### config.mk
export PLATFORM = sky130hd
export DESIGN_NAME = led_mmio_port
export DESIGN_NICKNAME = d
export VERILOG_FILES = /design/src/rtl/led_mmio_pkg.sv /design/src/rtl/led_pwm_gen.sv /design/src/rtl/led_mmio_port.sv
export SDC_FILE = /design/constraint.sdc
export NUM_CORES = 1
export LEC_CHECK = 0
export CAP_MARGIN = 25
export CORE_UTILIZATION = 40
export CTS_BUF_LIST = sky130_fd_sc_hd__clkbuf_8
export DETAILED_ROUTE_END_ITERATION = 16
export PLACE_DENSITY_LB_ADDON = 0.2
export SYNTH_ARGS = -nofsm -noshare
export SYNTH_HDL_FRONTEND = slang
export SYNTH_SLANG_ARGS = --single-unit
### constraint.sdc
create_clock -name clk -period 1.9 [get_ports clk]
set_clock_uncertainty 0.1 [all_clocks]
set_input_delay 0.285 -clock clk [delete_from_list [all_inputs] [get_ports clk]]
set_output_delay 0.285 -clock clk [all_outputs]
set_load 0.03 [all_outputs]
### src/rtl/led_mmio_pkg.sv
// Shared definitions for the LED MMIO port: register offsets, FSM states, status layout.
package led_mmio_pkg;

    localparam int unsigned DATA_W     = 32;
    localparam int unsigned OFF_W      = 5;
    localparam int unsigned CNT_W      = 16;
    localparam int unsigned DUTY_W     = 8;
    localparam int unsigned PWM_PERIOD = 255;

    localparam logic [OFF_W-1:0] OFF_OUT    = 5'h00;
    localparam logic [OFF_W-1:0] OFF_SET    = 5'h04;
    localparam logic [OFF_W-1:0] OFF_CLR    = 5'h08;
    localparam logic [OFF_W-1:0] OFF_TGL    = 5'h0C;
    localparam logic [OFF_W-1:0] OFF_DUTY   = 5'h10;
    localparam logic [OFF_W-1:0] OFF_STATUS = 5'h14;

    typedef enum logic {
        ST_IDLE = 1'b0,
        ST_ACK  = 1'b1
    } state_e;

    // STATUS register read layout
    typedef struct packed {
        logic [14:0]      rsvd;
        logic             err;
        logic [CNT_W-1:0] wr_count;
    } status_t;

endpackage

### src/rtl/led_pwm_gen.sv
// Free-running PWM counter and duty compare for LED dimming.
// Exists only when LED_PWM_EN is defined.
`ifdef LED_PWM_EN
module led_pwm_gen
    import led_mmio_pkg::*;
(
    input  logic              clk,
    input  logic              rst,
    input  logic [DUTY_W-1:0] duty_i,
    output logic              pwm_on_o
);

    logic [DUTY_W-1:0] cnt_q, cnt_d;
    logic              on_q, on_d;

    // Counter runs 0..PWM_PERIOD-1; full-scale duty forces steady on
    always_comb begin
        cnt_d = (cnt_q == DUTY_W'(PWM_PERIOD - 1)) ? '0 : cnt_q + DUTY_W'(1);
        on_d  = (cnt_q < duty_i) || (duty_i == '1);
    end

    always_ff @(posedge clk) begin
        if (!rst) begin
            cnt_q <= '0;
            on_q  <= 1'b1;
        end else begin
            cnt_q <= cnt_d;
            on_q  <= on_d;
        end
    end

    assign pwm_on_o = on_q;

endmodule
`endif

### src/rtl/led_mmio_port.sv
// Memory-mapped LED output port with set/clear/toggle, read-back and write counter.
// Optional PWM dimming is built when LED_PWM_EN is defined.
module led_mmio_port
    import led_mmio_pkg::*;
#(
    parameter int unsigned       ADDR_W    = 32,
    parameter logic [ADDR_W-1:0] BASE_ADDR = ADDR_W'(32'h0000_0400),
    parameter int unsigned       NUM_LEDS  = 6
) (
    input  logic                clk,
    input  logic                rst,
    input  logic [ADDR_W-1:0]   io_addr,
    input  logic [DATA_W-1:0]   io_wdata,
    input  logic                io_wstrb,
    input  logic                io_rstrb,
    output logic [DATA_W-1:0]   io_rdata,
    output logic                io_ready,
    output logic                io_busy,
    output logic [NUM_LEDS-1:0] LEDS
);

    state_e              state_q, state_d;
    logic [NUM_LEDS-1:0] led_q, led_d;
    logic [NUM_LEDS-1:0] leds_q, leds_d;
    logic [CNT_W-1:0]    wr_count_q, wr_count_d;
    logic                err_q, err_d;
    logic                ready_q, ready_d;
    logic                busy_q, busy_d;
    logic [DATA_W-1:0]   rdata_q, rdata_d;

    logic                sel_c;
    logic [OFF_W-1:0]    off_c;
    logic [NUM_LEDS-1:0] wbits_c;
    logic [NUM_LEDS-1:0] pwm_mask_c;
    logic [DATA_W-1:0]   rd_val_c;
    status_t             status_c;
    logic                unused_wdata;

    assign sel_c   = (io_wstrb || io_rstrb)
                     && (io_addr[ADDR_W-1:OFF_W] == BASE_ADDR[ADDR_W-1:OFF_W]);
    assign off_c   = io_addr[OFF_W-1:0];
    assign wbits_c = io_wdata[NUM_LEDS-1:0];
    assign unused_wdata = ^io_wdata;

    assign status_c = '{rsvd: '0, err: err_q, wr_count: wr_count_q};

`ifdef LED_PWM_EN
    logic [DUTY_W-1:0] duty_q, duty_d;
    logic              pwm_on;

    led_pwm_gen u_pwm (
        .clk      (clk),
        .rst      (rst),
        .duty_i   (duty_q),
        .pwm_on_o (pwm_on)
    );

    assign pwm_mask_c = {NUM_LEDS{pwm_on}};
`else
    assign pwm_mask_c = '1;
`endif

    // Read mux reflects register contents before any same-edge write
    always_comb begin
        rd_val_c = '0;
        case (off_c)
            OFF_OUT:    rd_val_c = DATA_W'(led_q);
`ifdef LED_PWM_EN
            OFF_DUTY:   rd_val_c = DATA_W'(duty_q);
`endif
            OFF_STATUS: rd_val_c = DATA_W'(status_c);
            default:    rd_val_c = '0;
        endcase
    end

    // Next-state and output logic
    always_comb begin
        state_d    = state_q;
        led_d      = led_q;
        wr_count_d = wr_count_q;
        err_d      = err_q;
        ready_d    = 1'b0;
        busy_d     = 1'b0;
        rdata_d    = '0;
        leds_d     = ~(led_q & pwm_mask_c);
`ifdef LED_PWM_EN
        duty_d     = duty_q;
`endif
        case (state_q)
            ST_IDLE: begin
                if (sel_c) begin
                    state_d = ST_ACK;
                    ready_d = 1'b1;
                    busy_d  = 1'b1;
                    rdata_d = io_rstrb ? rd_val_c : '0;
                    if (io_wstrb) begin
                        if (off_c != OFF_STATUS) begin
                            wr_count_d = wr_count_q + CNT_W'(1);
                        end
                        case (off_c)
                            OFF_OUT:    led_d = wbits_c;
                            OFF_SET:    led_d = led_q | wbits_c;
                            OFF_CLR:    led_d = led_q & ~wbits_c;
                            OFF_TGL:    led_d = led_q ^ wbits_c;
`ifdef LED_PWM_EN
                            OFF_DUTY:   duty_d = io_wdata[DUTY_W-1:0];
`endif
                            OFF_STATUS: err_d = 1'b0;
                            default:    ;
                        endcase
                    end
                end
            end
            ST_ACK: begin
                // A selected strobe here is dropped and flagged
                state_d = ST_IDLE;
                if (sel_c) begin
                    err_d = 1'b1;
                end
            end
            default: state_d = ST_IDLE;
        endcase
    end

    always_ff @(posedge clk) begin
        if (!rst) begin
            state_q    <= ST_IDLE;
            led_q      <= '0;
            leds_q     <= '1;
            wr_count_q <= '0;
            err_q      <= 1'b0;
            ready_q    <= 1'b0;
            busy_q     <= 1'b0;
            rdata_q    <= '0;
`ifdef LED_PWM_EN
            duty_q     <= '1;
`endif
        end else begin
            state_q    <= state_d;
            led_q      <= led_d;
            leds_q     <= leds_d;
            wr_count_q <= wr_count_d;
            err_q      <= err_d;
            ready_q    <= ready_d;
            busy_q     <= busy_d;
            rdata_q    <= rdata_d;
`ifdef LED_PWM_EN
            duty_q     <= duty_d;
`endif
        end
    end

    assign io_rdata = rdata_q;
    assign io_ready = ready_q;
    assign io_busy  = busy_q;
    assign LEDS     = leds_q;

endmodule

==> results.py <==
metrics = {
    "floorplan": {
        "ioPinCount": 108,
        "core_area_um2": 6061,
        "start_util": 0.4234,
        "die_w_um": 82.10,
        "rows": 28,
        "die_y_um": 82.10,
        "dieArea_um2": 6740,
    },
    "place": {
        "postPlaceCellArea_um2": 3423,
        "io_buffers": 66,
        "gp_congestion": 0.8058,
        "place_hpwl_mm": 4.572,
    },
    "clocking": {
        "clock_latency_ps": 300,
        "clock_sinks": 47,
        "cts_tree": "built",
        "ctsHoldBuffers": 0,
        "htreeDepth": 2,
        "cts-root-buf": "clkbuf_8",
        "cts_max_path_buffers": 2,
        "cts_buffers": 5,
        "clk_pin_slew_ps": 80,
    },
    "timing": {
        "whs_ps": 364.5,
        "hold_viol": 0,
        "finalCriticalPeriod_ps": 1833,
        "period_share": 0.9650,
        "max_freq_mhz": 545.4,
        "finalSetupTns_ps": 0,
        "setup_violations": 0,
        "slew_violations": 0,
    },
    "synth": {
        "syn_area_um2": 2566,
        "ys_ff_latch": 47,
        "syn_area_per_cell_um2": 9.132,
        "synth_top_area_share": 0.3667,
        "syn_inst": 281,
        "ys.flop_type": "dfxtp_1",
        "ys_async_sr_fraction": 0,
        "yosys-top-cells-area": "dfxtp_1 37%, mux2i_1 11%, ha_1 6.3%, buf_4 4.7%, nand2_1 4.2%",
        "yosys.cell_types.count": 43,
        "yosys.area.top_type": "dfxtp_1",
        "yosysWarnings": 0,
        "ys_seq_area_frac": 0.3667,
        "synth_edf_count": 0,
    },
    "critical_path": {
        "r2r-start": "state_q",
        "cp.required_ps": 1980,
        "startpoint": "io_addr[14]",
        "path_max_fanout": 6,
        "critPathLaunchType": "primary input",
        "end_kind": "register",
        "arrival_ps": 1920,
        "crit_type": "primary input to register",
    },
    "layout": {
        "layout_commonest_cell": "dfxtp_1",
        "syn_to_final_growth_pct": 45.93,
        "layout-drive-gt1-share": 0.1902,
        "nets": 449,
        "fill_cells": 536,
        "antenna_cells": 0,
        "fin_area_um2": 3745,
        "fin_util": 0.6179,
        "mostFrequentLayoutCells": "45 x dfxtp_1, 42 x clkdlybuf4s50_1, 29 x nand2_1, 28 x mux2i_1, 28 x buf_4",
    },
    "power_and_ir_drop": {
        "combPwrFrac": 0.123,
        "clkPwrFrac": 0.370,
        "sequentialPowerShare": 0.508,
        "p_leak_uw": 0.001608,
        "netSwitchingPower_uw": 459.3,
        "p_int_uw": 1476,
        "vdd_ir_drop_max_mv": 0.3409,
        "swShare": 0.2374,
        "p_per_area_nw_per_um2": 516.7,
    },
    "route": {
        "finalWirelength_mm": 6.431,
        "dr.pass1.iters": 4,
        "vias_per_cell": 5.302,
        "drc": 0,
        "drtAntennaViolNets": 0,
        "drt_iter0_drc": 151,
        "routedWlPerCell_um": 14.52,
        "vias": 2349,
    },
    "hold_path": {
        "worstHoldStart": "err_q",
        "hold_class": "register to register",
    },
    "run": {
        "maxCapViolCount": 0,
    },
    "global_route": {
        "antenna_found_initial": 0,
        "grt_pass1_wl_mm": 9.466,
        "grt_usage": 0.1880,
        "grt_pass1_vias": 2066,
        "grt_start_max_net_pins": 48,
        "grt_overflow": 0,
    },
    "status": {
        "status": "finished, final reports clean",
    },
}
state kept, by name (all words and copies together) (netlist names):
| register | cells |
|---|---|
| LEDS | 6 |
| err_q | 1 |
| io_rdata | 17 |
| led_q | 6 |
| state_q | 1 |
| wr_count_q | 16 |
worst max-delay path, stage by stage:
cell	delay, ps
clkdlybuf4s50_1	440
nor4b_4	320
o2111ai_2	190
or4_4	530
mux2i_1	150
routing by layer:
layer | track usage | share of wire
met1 | 0.2429 | 0.44
met2 | 0.3050 | 0.48
met3 | 0.04066 | 0.069
met4 | 0.07193 | 0.014
met5 | 0 | 0
cell type report:
class / instances / area (um^2) / share of cell area
Clock inverter: 2 / 33.78 / 0.009021
Inverter: 14 / 52.55 / 0.01403
Multi-Input combinational cell: 200 / 1575 / 0.4206
Tap cell: 75 / 93.84 / 0.02506
Clock buffer: 5 / 68.82 / 0.01838
Timing Repair Buffer: 100 / 974.7 / 0.2603
Sequential cell: 47 / 945.9 / 0.2526
stage by stage:
stage	worst slack (ps)	cells	total power (uW)
2_1_floorplan	23.56	295	1139
3_3_place_gp	-451.8	431	1241
3_5_place_dp	-529.4	431	1246
4_1_cts	-68.27	438	1953
5_1_grt	-0.4399	443	2007
6_report	66.54	443	1935
logic make-up (layout without fill, tap and decap cells):
kind of cell / Yosys count / after routing / synth area share
other: 1 / 15 / 0.001461
buffers and inverters: 48 / 121 / 0.09557
DFF: 47 / 47 / 0.3666
and+or+nand+nor: 119 / 119 / 0.2813
muxes: 28 / 28 / 0.1092
AOI/OAI and AO/OA: 25 / 25 / 0.08239
adders and majority gates: 13 / 13 / 0.06339
power groups by stage:
stage	sequential (uW)	combinational, uW	clock (uW)
floorplan	1010	132	0
global placement	1010	234	0
detailed placement	1010	239	0
CTS	984	236	733
global route	983	257	767
finish	982	237	715
cell usage after synthesis, drive strengths merged (3+ instances only):
cell	count
a22oi	7
a32oi	5
and2	11
and3	3
buf	21
clkbuf	13
dfxtp	47
ha	13
inv	14
mux2i	28
nand2	29
nand2b	16
nand3	4
nand4	6
nor2	8
nor3	3
nor4	20
nor4b	4
o211ai	6
final timing paths:
check                   endpoint  slack, ps  depth (start not counted)
setup / recovery        led_q[5]         70                          5
hold / removal      io_rdata[16]        360                          1
setup reg to reg  wr_count_q[15]        110                          5
hold reg to reg     io_rdata[16]        360                          1
timing repair:
action                                  4_1_cts  5_1_grt
gates cloned                                  0        3
resized for setup                            15       43
setup buffers                                 0        3
endpoints found under the setup margin       41       41
pin swaps                                     7       14
No activity file was read; power rests on OpenSTA's default activity.
